File: src/rtl/range_lfsr_rng.sv
// rtl/range_lfsr_rng.sv - seedable Galois-LFSR random source with range-limited output (optional macro RNG_NO_REPEAT_EN)
module range_lfsr_rng #(
    parameter int          WIDTH      = 4,
    parameter int          LFSR_WIDTH = 16,
    parameter logic [31:0] SEED       = 32'h0000_ACE1,
    parameter int          MAX_TRIES  = 8
) (
    input  logic                  i_clk,
    input  logic                  i_rst_n,
    input  logic                  i_request,
    input  logic [WIDTH-1:0]      i_max,
    input  logic                  i_seed_load,
    input  logic [LFSR_WIDTH-1:0] i_seed,
    output logic [WIDTH-1:0]      o_value,
    output logic                  o_valid,
    output logic                  o_busy
);

    // Right-shift Galois tap masks for the supported maximal-length polynomials.
    localparam logic [31:0] TAPS32 = (LFSR_WIDTH == 8)  ? 32'h0000_00B8 :
                                     (LFSR_WIDTH == 24) ? 32'h00E1_0000 :
                                     (LFSR_WIDTH == 32) ? 32'h8020_0003 :
                                                          32'h0000_B400;
    localparam logic [LFSR_WIDTH-1:0] TAPS   = TAPS32[LFSR_WIDTH-1:0];
    localparam logic [LFSR_WIDTH-1:0] SEED_L = SEED[LFSR_WIDTH-1:0];
    localparam int                    TRIES_W  = (MAX_TRIES > 1) ? $clog2(MAX_TRIES) : 1;
    localparam logic [TRIES_W-1:0]    LAST_TRY = TRIES_W'(MAX_TRIES - 1);

    typedef enum logic {IDLE, DRAW} state_t;

    state_t                  state_q, state_d;
    logic [LFSR_WIDTH-1:0]   lfsr_q, lfsr_next;
    logic [WIDTH-1:0]        max_q, mask, cand, fallback_base, fallback, deliver_value;
    logic [TRIES_W-1:0]      tries_q;
    logic                    out_of_range, accept, deliver, start, bump;

    assign o_busy = (state_q == DRAW);

    // One Galois step: shift right, fold the taps in when a one falls out.
    always_comb begin
        lfsr_next = {1'b0, lfsr_q[LFSR_WIDTH-1:1]};
        if (lfsr_q[0]) begin
            lfsr_next = lfsr_next ^ TAPS;
        end
    end

    // Smear max_q downward so the mask covers every bit up to its MSB.
    always_comb begin
        mask = '0;
        for (int i = 0; i < WIDTH; i++) begin
            mask = mask | (max_q >> i);
        end
    end

    assign cand          = lfsr_q[WIDTH-1:0] & mask;
    assign out_of_range  = (cand > max_q);
    assign fallback_base = out_of_range ? (cand - max_q - WIDTH'(1)) : cand;

`ifdef RNG_NO_REPEAT_EN
    logic have_prev_q;
    logic repeat_rule;

    assign repeat_rule = have_prev_q && (max_q != '0);
    assign accept      = !out_of_range && !(repeat_rule && (cand == o_value));
    assign fallback    = (repeat_rule && (fallback_base == o_value)) ?
                         ((fallback_base == max_q) ? '0 : fallback_base + WIDTH'(1)) :
                         fallback_base;

    // Remembers whether o_value holds a real delivered value yet.
    always_ff @(posedge i_clk) begin
        if (!i_rst_n) begin
            have_prev_q <= 1'b0;
        end else if (deliver) begin
            have_prev_q <= 1'b1;
        end
    end
`else
    assign accept   = !out_of_range;
    assign fallback = fallback_base;
`endif

    // Next-state and handshake decisions for the draw FSM.
    always_comb begin
        state_d       = state_q;
        start         = 1'b0;
        bump          = 1'b0;
        deliver       = 1'b0;
        deliver_value = cand;
        case (state_q)
            IDLE: begin
                if (i_request) begin
                    start   = 1'b1;
                    state_d = DRAW;
                end
            end
            DRAW: begin
                if (accept) begin
                    deliver = 1'b1;
                    state_d = IDLE;
                end else if (tries_q == LAST_TRY) begin
                    deliver       = 1'b1;
                    deliver_value = fallback;
                    state_d       = IDLE;
                end else begin
                    bump = 1'b1;
                end
            end
            default: state_d = IDLE;
        endcase
    end

    // FSM state register.
    always_ff @(posedge i_clk) begin
        if (!i_rst_n) begin
            state_q <= IDLE;
        end else begin
            state_q <= state_d;
        end
    end

    // LFSR free-runs every cycle so request timing feeds entropy; seed load wins.
    always_ff @(posedge i_clk) begin
        if (!i_rst_n) begin
            lfsr_q <= SEED_L;
        end else if (i_seed_load) begin
            lfsr_q <= (i_seed == '0) ? SEED_L : i_seed;
        end else begin
            lfsr_q <= lfsr_next;
        end
    end

    // Latched bound, retry counter and delivered value with its one-cycle strobe.
    always_ff @(posedge i_clk) begin
        if (!i_rst_n) begin
            max_q   <= '0;
            tries_q <= '0;
            o_value <= '0;
            o_valid <= 1'b0;
        end else begin
            o_valid <= deliver;
            if (start) begin
                max_q   <= i_max;
                tries_q <= '0;
            end else if (bump) begin
                tries_q <= tries_q + TRIES_W'(1);
            end
            if (deliver) begin
                o_value <= deliver_value;
            end
        end
    end

endmodule

File: config.mk
export PLATFORM = sky130hd
export DESIGN_NAME = range_lfsr_rng
export DESIGN_NICKNAME = d
export VERILOG_FILES = /design/src/rtl/range_lfsr_rng.sv
export SDC_FILE = /design/constraint.sdc
export NUM_CORES = 1
export LEC_CHECK = 0
export BUFFER_PORTS_ARGS = -buffer_cell sky130_fd_sc_hd__buf_2
export CAP_MARGIN = 20
export CORE_UTILIZATION = 50
export DETAILED_ROUTE_END_ITERATION = 8
export GPL_ROUTABILITY_DRIVEN = 0
export PLACE_DENSITY_LB_ADDON = 0.08
export REMOVE_ABC_BUFFERS = 1
export SETUP_SLACK_MARGIN = 0.3
export SLEW_MARGIN = 20
export SYNTH_ARGS = -nofsm -noshare
export SYNTH_HDL_FRONTEND = slang
export SYNTH_SLANG_ARGS = --single-unit
File: constraint.sdc
create_clock -name i_clk -period 5.77 [get_ports i_clk]
set_input_delay 0.2885 -clock i_clk [delete_from_list [all_inputs] [get_ports i_clk]]
set_output_delay 0.2885 -clock i_clk [all_outputs]
set_load 0.005 [all_outputs]
Word-level counts from Yosys, hierarchy flattened
Index checks and enable logic that the tools add are counted.
Storage, ports and cells
  register bits after elaboration: 29
  input port bits: 24
  output and inout port bits: 6
  logic and storage cells: 35
Cells by class
  add/subtract/negate cells: 3
  order comparisons: 1
  equal/unequal tests: 1
  muxes and demuxes: 15
  bitwise operators: 7
  reduce and logical (&&, ||, !) cells: 2
Operators with widths (number)
  $mux 16: 3
  $logic_not 16->1: 1
  $mux 4: 3
  $mux 1: 8
  $and 4x4->4: 1
  $gt 4x4->1: 1
  $not 3->4: 1
  $or 4x1->4: 1
  $or 4x2->4: 1
  $or 4x3->4: 1
  $sub 4x1->4 const B: 1
  $sub 4x4->4: 1
  $add 3x1->3 const B: 1
  $eq 3x3->1 const B: 1
  $not 1->1: 2
  $pmux 1 s2: 1
  $reduce_or 2->1: 1

Depth between registers and ports, before layout
Gate-level depths: netlist of the first run.
  word-level depth: 9
  gate-level depth with buffers: 8

Worst setup path after synthesis of the first run
Ideal clock, no wire load.
  path type: reg2reg
  start point: register max_q[0]
  end point: register o_value[2]
  setup time: 0.118 ns
  arrival: 2.189 ns
  required time: 5.652 ns
  slack: 3.464 ns
  stages on the path, launching flop included: 8
  buffers on the path: 0
  path through: dfxtp_1 > o41ai_1 > inv_1 > ha_1 > fa_1 > xor2_1 > or4_1 > o2111a_1
Between the ends
  cells in the longest elaborated chain, start to end: 9
RTL lines
  start: declaration: line 33  | logic [WIDTH-1:0] max_q, mask, cand, fallback_base, fallback, deliver_value;
  start signal: assignment: line 142  | max_q <= i_max;
  $or 4x3->4: line 51  | mask = mask | (max_q >> i);
  $or 4x2->4: line 51
  $or 4x1->4: line 51
  $and 4x4->4: line 55  | assign cand = lfsr_q[WIDTH-1:0] & mask;
  $sub 4x4->4: line 57  | assign fallback_base = out_of_range ? (cand - max_q - WIDTH'(1)) : cand;
  $sub 4x1->4: line 57
  $mux 4: line 100  | end else if (tries_q == LAST_TRY) begin
  $mux 4: line 97  | if (accept) begin
  $mux 4: line 89  | case (state_q)
  end signal: assignment: line 148  | o_value <= deliver_value;
  end: declaration: line 14  | output logic [WIDTH-1:0] o_value,
Several ways; a longest one is shown, not always the timed one.
A chain may end at the register's enable or synchronous reset.

Worst setup path after layout of the first run
Ends and elaborated chain as after synthesis.

==> results of run 1 <==
==> through the flow <==
stage,instances,utilization
2_1_floorplan,138,-
3_3_place_gp,197,0.6067
3_5_place_dp,197,0.6067
4_1_cts,204,0.6283
5_1_grt,204,0.6283
6_report,204,0.6283
==> cells in the final DEF (no fill, tap or decap), types with 3 or more instances in the layout <==
cell type / n
o2111a_1: 3
buf_2: 29
nand2_1: 12
a31oi_1: 3
or4_4: 3
o22ai_1: 8
nand3_1: 4
ha_1: 6
nor2_1: 15
or4_1: 4
dfxtp_1: 29
nor2b_1: 3
mux2i_1: 13
clkbuf_4: 5
xor2_1: 3
o21ai_0: 6
inv_1: 6
==> registers in the layout (all words and copies together) (netlist names) <==
name / count
max_q: 4
o_valid: 1
o_busy: 1
o_value: 4
tries_q: 3
lfsr_q: 16
==> metal layers <==
| metal | vias to the layer above | track usage |
|---|---|---|
| li1 | 587 | - |
| met1 | 568 | 0.2517 |
| met2 | 44 | 0.3896 |
| met3 | 2 | 0.06944 |
| met4 | 0 | 0.08547 |
| met5 | - | 0 |
==> path summary, 6_finish.rpt <==
check                  from    endpoint  depth (start not counted)
setup / recovery   max_q[0]  o_value[2]                          7
hold / removal    i_seed[5]   lfsr_q[5]                          3
setup reg to reg   max_q[0]  o_value[2]                          7
hold reg to reg   lfsr_q[6]   lfsr_q[5]                          2
==> layout make-up <==
| class | instances | area, um2 |
|---|---|---|
| fill | 224 | 945.9 |
| clock buffer | 7 | 55.05 |
| inverter | 6 | 22.52 |
| sequential | 29 | 580.6 |
| tap | 30 | 37.54 |
| timing repair buffer | 29 | 145.1 |
| multi-input combinational | 103 | 758.2 |
==> cells by family after synthesis <==
logic type / after synthesis / share of synthesized area
and+or+nand+nor: 45 / 0.1700
AOI/OAI and AO/OA: 34 / 0.1880
DFF: 29 / 0.4173
buffers and inverters: 14 / 0.03777
muxes: 13 / 0.09352
adders and majority gates: 7 / 0.06834
xor gates and xnor gates: 4 / 0.02518
==> worst max-delay path, delay by kind of cell (launching register included) <==
| family | cells | cell delay (ns) |
|---|---|---|
| fa+ha+maj | 1 | 0.33 |
| buf+inv | 1 | 0.10 |
| compound gates | 3 | 1.06 |
| simple gates | 2 | 0.69 |
| flops | 1 | 0.35 |
==> power groups by stage <==
stage               Combinational, W  Clock (W)  Sequential (W)
floorplan                  0.0000594          0        0.000230
CTS                        0.0000906   0.000124        0.000228
global placement           0.0000873          0        0.000232
detailed placement         0.0000901          0        0.000232
finish                     0.0000910   0.000120        0.000228
global route                0.000102   0.000133        0.000230
==> flow_metrics.tcl, run 1 <==
set metrics [dict create \
    status "finished clean" \
    swShare 0.2820 \
    die_width_um 54.75 \
    setup-tns-final_ns 0 \
    fin_nets 205 \
    first_global_vias 1130 \
    viasPerCell 5.887 \
    grt_pass1_wl_um 4664 \
    switchingPower_w 0.0001238 \
    cts_root_buf "clkbuf_4" \
    path_clk_slew_ns 0.09 \
    total_power_w 0.0004390 \
    std_cell_rows 18 \
    hpwl_um 2133 \
    cts-resized-gates 0 \
    ys_ff_latch 29 \
    synth_area_leaders "dfxtp_1, mux2i_1, ha_1, nor2_1, o22ai_1" \
    synthTopCellsByCount "dfxtp_1, nor2_1, mux2i_1, nand2_1" \
    antenna_cells 0 \
    cts_buffer_depth 2 \
    synth_area_leader_cell "dfxtp_1" \
    postSynthAreaPerCell_um2 9.530 \
    synth_cells 146 \
    clockPowerShare 0.274 \
    cts-hold-fix-buffers 0 \
    hold_viol_final 0 \
    ys_seq_area_frac 0.4173 \
    internal_power_w 0.0003152 \
    irDropWorstVdd_mv 0.2123 \
    cpPeakStageDelay_ns 0.63 \
    initial_core_util 0.5467 \
    fin_area_um2 1599 \
    cts_tree "yes" \
    cp_slowest_cell "o41ai_1" \
    post_cts_buffers 0 \
    clkLatencyLatePin_ns 0.31 \
    ys_types 32 \
    ctsHtreeMaxLevel 2 \
    finalClockSkew_ns 0.006226 \
    synth_flop_cell "dfxtp_1" \
    syn_area_um2 1391 \
    setup_viol 0 \
    crit_type "reg2reg" \
    hold_path.class "in2reg" \
    first_iter_violations 20 \
    drive_gt1_frac 0.2356 \
    cts_sinks 29 \
    fin_crit_ns 2.641 \
    antenna_found_initial 0 \
    die_height_um 54.75 \
    post-route-period-util 0.4578 \
    num_vias 1201 \
    relSlewSlack 0.4915 \
    io_pins 30 \
    groute.usage.overall 0.2241 \
    wl_per_cell_um 14.17 \
    synth.most_common_cell "dfxtp_1" \
    io_buffers 29 \
    place_ws_ns 3.184 \
    cts_buffers 5 \
    dr.pass1.iters 5 \
    grt_start_max_net_pins 20 \
    holdWs_ns 0.2002 \
    synth_edf_count 0 \
    wl_met1_um 1322 \
    crit_fanout 7 \
    crit_arrival_ns 2.85 \
    start_kind "register" \
    power_density_nw_per_um2 274.5 \
    cp.required_ns 5.97 \
    antenna_left 0 \
    leakage_nw 0.7201 \
    crit_path_cell_trace "o41ai_1 > inv_1 > ha_1 > nand3_1 > o21ai_0 > or4_1 > o2111a_1" \
    max_freq_mhz 378.6 \
    totalWireLength_um 2890 \
    crit_path_end_kind "register" \
    async_reset_ff_frac 0 \
    synth.top_cell.area_share 0.4173 \
    tightestPinTransition_ns 0.7548 \
    combPwrFrac 0.207 \
    finalMaxSlewViolations 0 \
    drc 0 \
    pwr-share-seq 0.519 \
    synth_warnings 0 \
    core_um2 2545 \
    die_area_um2 2998 \
    routed-wl-met3_um 156 \
    cap_violations 0 \
    fin_ws_ns 3.129 \
    overflow 0 \
    syn_to_final_growth_pct 14.93 \
    rsz0062_at_grt "false" \
    top_layer "met4" \
    place_area_um2 1544 \
    wl_met2_um 1396 \
    reg2reg_slack_ns 3.13 \
]
Power figures use the tool's default switching activity.
==> inputs of run 2 (changes only) <==
- clock period: 5.77 -> 2.67 ns (I/O delays scaled with it)
==> flow_metrics.tcl, run 2 (synthesis gave the netlist of run 1 again) <==
set metrics [dict create \
    die_width_um 54.75 \
    antenna_found_initial 0 \
    crit_path_end_kind "register" \
    fin_crit_ns 2.260 \
    die_height_um 54.75 \
    viasPerCell 5.855 \
    top_register "lfsr_q" \
    irDropWorstVdd_mv 0.4665 \
    layout_commonest_cell "buf_2" \
    cp.required_ns 2.90 \
    dr.pass1.iters 4 \
    drc 0 \
    antenna_left 0 \
    first_global_vias 1113 \
    relSlewSlack 0.6598 \
    io_pins 30 \
    initial_core_util 0.5467 \
    rsz0062_at_grt "false" \
    cts_buffers 5 \
    cts_tree "yes" \
    groute.usage.overall 0.2279 \
    grt_pass1_wl_um 4629 \
    post-route-period-util 0.8465 \
    hold_path.class "in2reg" \
    cts_buffer_depth 2 \
    num_vias 1212 \
    final_cells 207 \
    tightestPinTransition_ns 0.5085 \
    ctsHtreeMaxLevel 2 \
    max_freq_mhz 442.5 \
    largest_reg_flops 16 \
    setup_viol 0 \
    reg2reg_slack_ns 0.41 \
    crit_fanout 5 \
    holdWs_ns 0.03236 \
    antenna_cells 0 \
    status "finished clean" \
    core_um2 2545 \
    std_cell_rows 18 \
    hpwl_um 2155 \
    cts_root_buf "clkbuf_4" \
    fin_nets 207 \
    finalMaxSlewViolations 0 \
    fin_util 0.6559 \
    overflow 0 \
    totalWireLength_um 2951 \
    top_regs "lfsr_q (16), max_q (4), o_value (4)" \
    layout_common_cells "buf_2, dfxtp_1, nor2_1, mux2i_1, nand2_1" \
    io_buffers 29 \
    grt_start_max_net_pins 20 \
    wl_per_cell_um 14.26 \
    power_density_nw_per_um2 645.7 \
    finalClockSkew_ns 0.004347 \
    drive_gt1_frac 0.2655 \
    setup-tns-final_ns 0 \
    dpl.cell_count 198 \
    leakage_nw 0.7504 \
    path_clk_slew_ns 0.09 \
    clkLatencyLatePin_ns 0.32 \
    cap_violations 0 \
    total_power_w 0.001078 \
    syn_to_final_growth_pct 19.96 \
    start_kind "register" \
    hold_viol_final 0 \
    first_iter_violations 23 \
    crit_arrival_ns 2.49 \
    cts_sinks 29 \
    die_area_um2 2998 \
    crit_type "reg2reg" \
]
run 2: where the power goes:
| group | total (W) | leakage (nW) | switching (W) | internal, W |
|---|---|---|---|---|
| registers | 0.000494 | 0.240 | 0.0000270 | 0.000467 |
| clock network | 0.000377 | 0.0455 | 0.000154 | 0.000223 |
| logic | 0.000206 | 0.464 | 0.000108 | 0.0000982 |
run 2: repair_timing:
item	4_1_cts	5_1_grt
hold buffers	0	0
setup buffers	0	1
pin swaps	0	2
gates resized for setup	1	5
setup endpoints to repair	4	6
cloned	0	0
run 2: final timing paths:
path / start / to / cells after the start
worst max-delay path: max_q[3] / o_value[2] / 7
worst min-delay path: i_seed[0] / lfsr_q[0] / 3
worst max register to register: max_q[3] / o_value[2] / 7
worst min register to register: lfsr_q[7] / lfsr_q[6] / 2
run 2: critical path: stages (launching register included):
cell      delay (ns)
dfxtp_4         0.38
o41ai_4         0.36
inv_1           0.09
ha_2            0.19
fa_1            0.37
xor2_1          0.15
or4_1           0.47
o2111a_1        0.14
run 2: final cells by class:
cell class,instances,area [um2]
fill,221,875.8
clock buffer,7,55.05
multi-input combinational,103,779.5
clock inverter,1,30.03
sequential,29,584.3
tap,30,37.54
timing repair buffer,31,160.2
inverter,6,22.52
run 2: metal layers:
metal | global-route usage | share of wire
met1 | 0.2327 | 0.42
met2 | 0.3956 | 0.50
met3 | 0.09722 | 0.054
met5 | 0 | 0
met4 | 0.1068 | 0.020
run 2: metrics by stage:
| stage | instance area, um2 | setup slack [ns] |
|---|---|---|
| final | 1669 | 0.4099 |
| after global routing | 1669 | 0.3024 |
| after CTS | 1644 | 0.3427 |
| after detailed placement | 1551 | 0.3032 |
| after global placement | 1551 | 0.3677 |
| after floorplan | 1361 | 0.3639 |
==> inputs of run 3 (changes only) <==
- ABC_AREA: unset -> 1
- clock period: 2.67 -> 2.1 ns (I/O delays scaled with it)
==> flow_metrics.tcl, run 3 <==
set metrics [dict create \
    antenna_left 0 \
    cts_buffer_depth 2 \
    crit_type "reg2reg" \
    setup-tns-final_ns 0 \
    synth_warnings 0 \
    grt_start_max_net_pins 25 \
    path_clk_slew_ns 0.10 \
    grt_use_met3 0.1000 \
    die_width_um 54.87 \
    largest_reg_flops 16 \
    core_um2 2567 \
    final_cells 266 \
    totalWireLength_um 3270 \
    hpwl_um 2160 \
    viasPerCell 5.256 \
    synthTopCellsByCount "nand2_1, dfxtp_1, nor2_1, inv_1, o21ai_0" \
    grtUsageMet1 0.2782 \
    overflow 0 \
    power_density_nw_per_um2 824.4 \
    crit_path_end_kind "register" \
    total_power_w 0.001569 \
    met2_usage 0.4116 \
    fin_ws_ns 0.2718 \
    io_buffers 29 \
    syn_area_um2 1398 \
    tightestPinTransition_ns 0.5638 \
    leakage_nw 0.8930 \
    io_pins 30 \
    crit_path_cell_trace "inv_2 > nand3_4 > o21ai_4 > inv_2 > ha_4 > nand2_2 > nand2_2 > nand3_4 > nand3_4 > nand2_4 > buf_6 > nand2_2 > nand2_1 > a21oi_1" \
    dpl.cell_count 246 \
    cp.required_ns 2.36 \
    ys_ff_latch 29 \
    cts_root_buf "clkbuf_4" \
    syn_to_final_growth_pct 36.17 \
    hold_path.class "in2reg" \
    cts_buffers 5 \
    fin_crit_ns 1.828 \
    top_usage_layer "met2" \
    std_cell_rows 18 \
    fin_nets 266 \
    cpPeakStageDelay_ns 0.35 \
    synth_area_leaders "dfxtp_1, nand2_1, o21ai_0, nor2_1, a21oi_1" \
    first_global_vias 1261 \
    grt_pass1_wl_um 5195 \
    first_iter_violations 17 \
    crit_arrival_ns 2.09 \
    synth_flop_cell "dfxtp_1" \
    synth_area_leader_cell "dfxtp_1" \
    layout_common_cells "nand2_1, buf_2, dfxtp_1, nor2_1, inv_1" \
    clkLatencyLatePin_ns 0.33 \
    max_freq_mhz 547.0 \
    rsz0062_at_grt "true" \
    antenna_found_initial 0 \
    groute.usage.overall 0.2475 \
    cp_slowest_cell "dfxtp_2" \
    die_height_um 54.87 \
    synth.top_cell.area_share 0.4154 \
    irDropWorstVdd_mv 0.9538 \
    antenna_cells 0 \
    finalMaxSlewViolations 0 \
    layout_commonest_cell "nand2_1" \
    post-route-period-util 0.8706 \
    dr.pass1.iters 4 \
    async_reset_ff_frac 0 \
    finalClockSkew_ns 0.01035 \
    top_regs "lfsr_q (16), max_q (4), o_value (4)" \
    cap_violations 0 \
    fin_util 0.7412 \
    relSlewSlack 0.6241 \
    postSynthAreaPerCell_um2 7.356 \
    setup_viol 0 \
    synth_cells 190 \
    synth.most_common_cell "nand2_1" \
    ys_seq_area_frac 0.4154 \
    hold_viol_final 0 \
    wl_per_cell_um 12.29 \
    crit_fanout 5 \
    cts_tree "yes" \
    top_register "lfsr_q" \
    ctsHtreeMaxLevel 2 \
    die_area_um2 3011 \
    status "finished clean" \
    num_vias 1398 \
    drc 0 \
    cts_sinks 29 \
    start_kind "register" \
    synth_edf_count 0 \
    place_ws_ns 0.02430 \
    initial_core_util 0.5443 \
    ys_types 24 \
    drive_gt1_frac 0.3390 \
]
[run 3: path summary, 6_finish.rpt]
| path | start | cells past startpoint | slack [ns] | endpoint |
|---|---|---|---|---|
| setup reg to reg | max_q[3] | 14 | 0.27 | o_value[1] |
| setup / recovery | max_q[3] | 14 | 0.27 | o_value[1] |
| hold / removal | i_seed[6] | 3 | 0.02 | lfsr_q[6] |
| hold reg to reg | lfsr_q[12] | 2 | 0.46 | lfsr_q[11] |
[run 3: worst max-delay path, delay by kind of cell (launching register included)]
family	cells	cell delay, ns
buffers and inverters	3	0.29
flip-flops	1	0.35
AO/OA/AOI/OAI	2	0.25
AND/OR/NAND/NOR	8	0.57
adder cells (fa/ha/maj)	1	0.29
[run 3: cells by family after synthesis]
| kind of cell | Yosys count | synth area share |
|---|---|---|
| AND/OR/NAND/NOR | 79 | 0.2534 |
| AO/OA/AOI/OAI | 46 | 0.1746 |
| flip-flops | 29 | 0.4154 |
| buffers and inverters | 28 | 0.08236 |
| adder cells (fa/ha/maj) | 7 | 0.06804 |
| XOR/XNOR | 1 | 0.006268 |
[run 3: per-stage QoR]
step | hold WS (ns) | cell area (um2)
after floorplan | 0.1739 | 1370
after global placement | 0.3351 | 1568
after detailed placement | 0.3398 | 1568
after CTS | 0.004343 | 1847
after global routing | 0.003145 | 1903
final | 0.01675 | 1903
[run 3: layout make-up]
cell class,count,area (um2)
clock buffers,5,37.54
clock inverters,3,65.06
fillers,199,664.4
inverters,23,88.84
multi-input cells,133,827.0
flip-flops and latches,29,584.3
well taps,30,37.54
repair buffers,43,262.8
[run 3: power by group]
| part | internal, W | leakage, nW | switching, W |
|---|---|---|---|
| registers | 0.000593 | 0.241 | 0.0000279 |
| clock network | 0.000369 | 0.0552 | 0.000199 |
| logic | 0.000175 | 0.597 | 0.000205 |
| total | 0.00114 | 0.893 | 0.000432 |
[run 3: per-layer routing]
layer  part of all wire  wire length [um]
met2               0.50              1641
met1               0.43              1419
met4              0.013                42
met5                  0                 0
met3              0.051               166
[run 3: timing repair]
| item | 4_1_cts | 5_1_grt |
|---|---|---|
| resized for setup | 26 | 14 |
| pin swaps | 12 | 9 |
| endpoints found under the hold margin | 2 | 0 |
| setup buffers | 9 | 1 |
| endpoints found under the setup margin | 9 | 9 |
| hold buffers | 2 | 0 |
